$ cat config.mk
export PLATFORM = sky130hd
export DESIGN_NAME = iob_wishbone2iob
export DESIGN_NICKNAME = d
export VERILOG_FILES = /design/src/rtl/iob_wishbone2iob.sv
export SDC_FILE = /design/constraint.sdc
export NUM_CORES = 1
export LEC_CHECK = 0
export ABC_CLOCK_PERIOD_IN_PS = 1850
export BUFFER_PORTS_ARGS = -buffer_cell sky130_fd_sc_hd__buf_2
export CAP_MARGIN = 10
export CORE_MARGIN = 4
export CORE_UTILIZATION = 47
export CTS_CLUSTER_SIZE = 24
export DETAILED_ROUTE_END_ITERATION = 6
export PLACE_DENSITY = 0.8
export SYNTH_ARGS = -nofsm -noshare
export SYNTH_HDL_FRONTEND = slang
export SYNTH_SLANG_ARGS = --single-unit
$ cat constraint.sdc
create_clock -name clk_i -period 1.85 [get_ports clk_i]
set_input_delay 0.37 -clock clk_i [delete_from_list [all_inputs] [get_ports clk_i]]
set_output_delay 0.37 -clock clk_i [all_outputs]
set_load 0.02 [all_outputs]
$ cat src/rtl/iob_wishbone2iob.sv
// iob_wishbone2iob: Wishbone classic-cycle slave bridged to an IOb master port, one transaction in flight,
// with a response timeout that terminates the cycle with wb_err_o.
module iob_wishbone2iob #(
  parameter int ADDR_W    = 32,
  parameter int DATA_W    = 32,
  parameter int TIMEOUT_W = 8
) (
  input  logic                clk_i,
  input  logic                arst_n_i,
  input  logic                cke_i,
  input  logic [ADDR_W-1:0]   wb_addr_i,
  input  logic [DATA_W/8-1:0] wb_select_i,
  input  logic                wb_we_i,
  input  logic                wb_cyc_i,
  input  logic                wb_stb_i,
  input  logic [DATA_W-1:0]   wb_data_i,
  output logic                wb_ack_o,
  output logic                wb_err_o,
  output logic [DATA_W-1:0]   wb_data_o,
  output logic                iob_avalid_o,
  output logic [ADDR_W-1:0]   iob_addr_o,
  output logic [DATA_W-1:0]   iob_wdata_o,
  output logic [DATA_W/8-1:0] iob_wstrb_o,
  input  logic                iob_ready_i,
  input  logic                iob_rvalid_i,
  input  logic [DATA_W-1:0]   iob_rdata_i
);
  typedef enum logic [1:0] {IDLE, REQ, RWAIT, DONE} state_t;
  state_t state;
  logic [TIMEOUT_W-1:0] cnt, cnt_nx;
  logic ack_r, err_r, to;
  assign cnt_nx = cnt + TIMEOUT_W'(1);
  // timeout fires on the edge where the counter reaches its all-ones value
  assign to = &cnt_nx;
  assign wb_ack_o = ack_r & wb_cyc_i;
  assign wb_err_o = err_r & wb_cyc_i;
  always_ff @(posedge clk_i or negedge arst_n_i) begin
    if (!arst_n_i) begin
      state        <= IDLE;
      cnt          <= '0;
      ack_r        <= 1'b0;
      err_r        <= 1'b0;
      iob_avalid_o <= 1'b0;
      iob_addr_o   <= '0;
      iob_wdata_o  <= '0;
      iob_wstrb_o  <= '0;
      wb_data_o    <= '0;
    end else if (cke_i) begin
      ack_r <= 1'b0;
      err_r <= 1'b0;
      case (state)
        IDLE: if (wb_cyc_i && wb_stb_i) begin
          state        <= REQ;
          cnt          <= '0;
          iob_avalid_o <= 1'b1;
          iob_addr_o   <= wb_addr_i;
          iob_wdata_o  <= wb_data_i;
          iob_wstrb_o  <= wb_we_i ? wb_select_i : '0;
        end
        REQ: begin
          cnt <= iob_ready_i ? '0 : cnt_nx;
          if (iob_ready_i) begin
            iob_avalid_o <= 1'b0;
            state        <= (|iob_wstrb_o) ? DONE : RWAIT;
            ack_r        <= |iob_wstrb_o;
          end else if (to) begin
            iob_avalid_o <= 1'b0;
            err_r        <= 1'b1;
            state        <= IDLE;
          end
        end
        RWAIT: begin
          cnt <= cnt_nx;
          if (iob_rvalid_i) begin
            wb_data_o <= iob_rdata_i;
            ack_r     <= 1'b1;
            state     <= DONE;
          end else if (to) begin
            err_r <= 1'b1;
            state <= IDLE;
          end
        end
        DONE: state <= IDLE;
      endcase
    end
  end
endmodule
==> results.json <==
{
  "layout-drive-gt1-share": 0.638,
  "core_area_um2": 9370,
  "max_stage_delay_ps": 420,
  "power_mw": 11.6,
  "fin_setup_tns_ps": 0,
  "ys_seq_area_frac": 0.619,
  "synth_top_area_frac": 0.619,
  "total_leakage_power_nw": 3.28,
  "vias": 3371,
  "dr.pass1.iters": 4,
  "tightest_slew_ps": 479,
  "max-slew-margin-rel": 0.677,
  "holdCritPathClass": "in2reg",
  "crit_slowest_cell": "dfrtp_1",
  "drc": 0,
  "clkSinkCount": 113,
  "clk_latency_ps": 500,
  "num-fill-cells": 740,
  "yosys_warnings": 0,
  "nNetsFinal": 655,
  "timing.final.crit_share": 0.953,
  "setup_viol": 0,
  "synth.area.top_cells": "dfrtp_1 (62%), mux2_2 (24%), ha_1 (1.6%), o21ai_0 (1.3%), nand2_1 (1.3%)",
  "grt_usage": 0.197,
  "numCtsBuffers": 17,
  "area_delta_synth_final_pct": 40.8,
  "first_global_vias": 3682,
  "layout.cells.non_filler": 682,
  "fin_skew_ps": 14.1,
  "cts_tree": "built",
  "synth-edff-count": 0,
  "drtAntennaViolNets": 0,
  "syn-num-nets": 427,
  "clockBufferDepth": 2,
  "max_freq_ghz": 0.567,
  "cap_violations": 0,
  "port-buffer-count": 210,
  "start_util": 0.487,
  "num_antenna_cells": 0,
  "dieWidth_um": 107,
  "grt_max_degree": 38,
  "utilization": 0.687,
  "ys.flop_type": "dfrtp_1",
  "async_flop_share": 1.00,
  "synthCells": 313,
  "wirelength_um": 11100,
  "grt_pass1_wl_um": 17500,
  "die_h_um": 107,
  "wire_per_inst_um": 16.3,
  "min_period_ps": 1760,
  "cp_num_buf_inv": 1,
  "rsz0062_at_grt": "false",
  "clkTransAtPathRegs_ps": 60,
  "mappedNetlistArea_um2": 4570,
  "critical_path.top_delay_family": "compound AO/OA/AOI/OAI gates",
  "crit_fanout": 4,
  "final_area_um2": 6430,
  "slew_viol_final": 0,
  "critPathKind": "reg2reg",
  "place_congestion": 0.809,
  "rows": 35,
  "place_area_um2": 5860,
  "dr.first_iter.drc_count": 128,
  "yosysUniqueCellTypes": 39,
  "worstPathCellList": "inv_1, ha_1, a21boi_1, nor3_1, o21ai_0, a22o_1",
  "cts-root-buf": "clkbuf_8",
  "final_common_cell": "buf_2",
  "final_cell_mix": "buf_2 (209), dfrtp_1 (113), mux2_2 (97)",
  "grt_overflow_total": 0,
  "ios": 211,
  "via_per_inst": 4.94,
  "cp-end-kind": "flip-flop",
  "dieArea_um2": 11400,
  "vdd_ir_drop_max_mv": 0.969,
  "hold_viol_final": 0,
  "postSynthAreaPerCell_um2": 14.6,
  "crit_required_ps": 2230,
  "synth.largest_area_cell": "dfrtp_1",
  "antenna_found_initial": 0,
  "detailed_place_hpwl_um": 8570,
  "ys_seq_elements": 113,
  "status": "complete, no violations",
  "htreeDepth": 4,
  "power_density_nw_per_um2": 1810,
  "critical_path_arrival_ps": 2140,
  "start_kind": "flip-flop",
  "dp.cells": 650
}
==> sequential cells by signal (all words and copies together) (netlist names), 2 cells and up <==
signal,cells
iob_wdata_o,32
iob_wstrb_o,4
cnt,8
iob_addr_o,32
state,2
wb_data_o,32
==> synth_stat cells, types with 2 or more instances <==
cell type,number
nor2b_1,6
ha_1,6
a211o_1,2
nor3_1,3
o211ai_1,2
buf_2,9
nand2_1,16
and3_1,2
nand3_1,3
nor4_1,2
a22o_1,4
a21oi_1,2
dfrtp_1,113
and2_1,4
o31ai_1,2
nor2_1,3
mux2_2,97
o21ai_0,12
inv_1,5
==> kinds of logic (layout without fill, tap and decap cells) <==
logic type               count (synthesis)  count (layout)  synth area share
XOR/XNOR                                 1               1           0.00192
adder cells (fa/ha/maj)                  6               6            0.0164
flip-flops                             113             113             0.619
AO/OA/AOI/OAI                           31              31            0.0460
buffers and inverters                   17             257            0.0181
multiplexers                            97              97             0.239
AND/OR/NAND/NOR                         48              48            0.0594
==> where the power goes <==
group,internal (mW),leakage (nW),switching (mW)
Clock,1.91,0.259,1.11
Combinational,1.86,1.63,2.61
Sequential,3.60,1.39,0.556
Total,7.36,3.28,4.28
==> layer usage <==
| layer | GRT usage | vias up | routed length, µm |
|---|---|---|---|
| met4 | 0.0804 | 0 | 198 |
| met1 | 0.211 | 1621 | 4090 |
| met2 | 0.346 | 159 | 5770 |
| met3 | 0.0783 | 18 | 1020 |
| met5 | 0 | - | 0 |
| li1 | - | 1573 | - |
==> stage by stage <==
step / hold WS [ps] / setup slack (ps)
global placement: 331 / 117
CTS: 75.7 / 7.24
finish: 99.6 / 87.2
global route: 70.8 / 9.64
detailed placement: 331 / 18.3
floorplan: 74.4 / 143
==> final cells by class <==
cell class / instances / area, µm² / area share
clock inverters: 13 / 139 / 0.0216
clock buffers: 18 / 418 / 0.0650
well taps: 129 / 161 / 0.0251
flip-flops and latches: 113 / 2830 / 0.440
repair buffers: 220 / 1190 / 0.186
inverters: 6 / 22.5 / 0.00350
multi-input cells: 183 / 1670 / 0.260
==> final timing paths <==
path                          startpoint              end  slack, ps  depth (start not counted)
max                             state[1]           cnt[5]         90                          6
min                        wb_data_i[15]  iob_wdata_o[15]        100                          2
max reg2reg                     state[1]           cnt[5]         90                          6
min reg2reg                        err_r            err_r        490                          1
max in group asynchronous       arst_n_i    wb_data_o[30]        910                          3
min in group asynchronous       arst_n_i    wb_data_o[31]        340                          2
==> repair_timing <==
action,4_1_cts,5_1_grt
endpoints found under the setup margin,0,7
endpoints found under the hold margin,27,0
setup buffers,0,0
gates resized for setup,0,2
hold buffers,1,0
==> worst register-to-register path, stage by stage, from the launching register on <==
cell and delay [ps]:
dfrtp_1 420, inv_1 100, ha_1 200, a21boi_1 150, nor3_1 360, o21ai_0 170
a22o_1 260
Power figures use the tool's default switching activity.
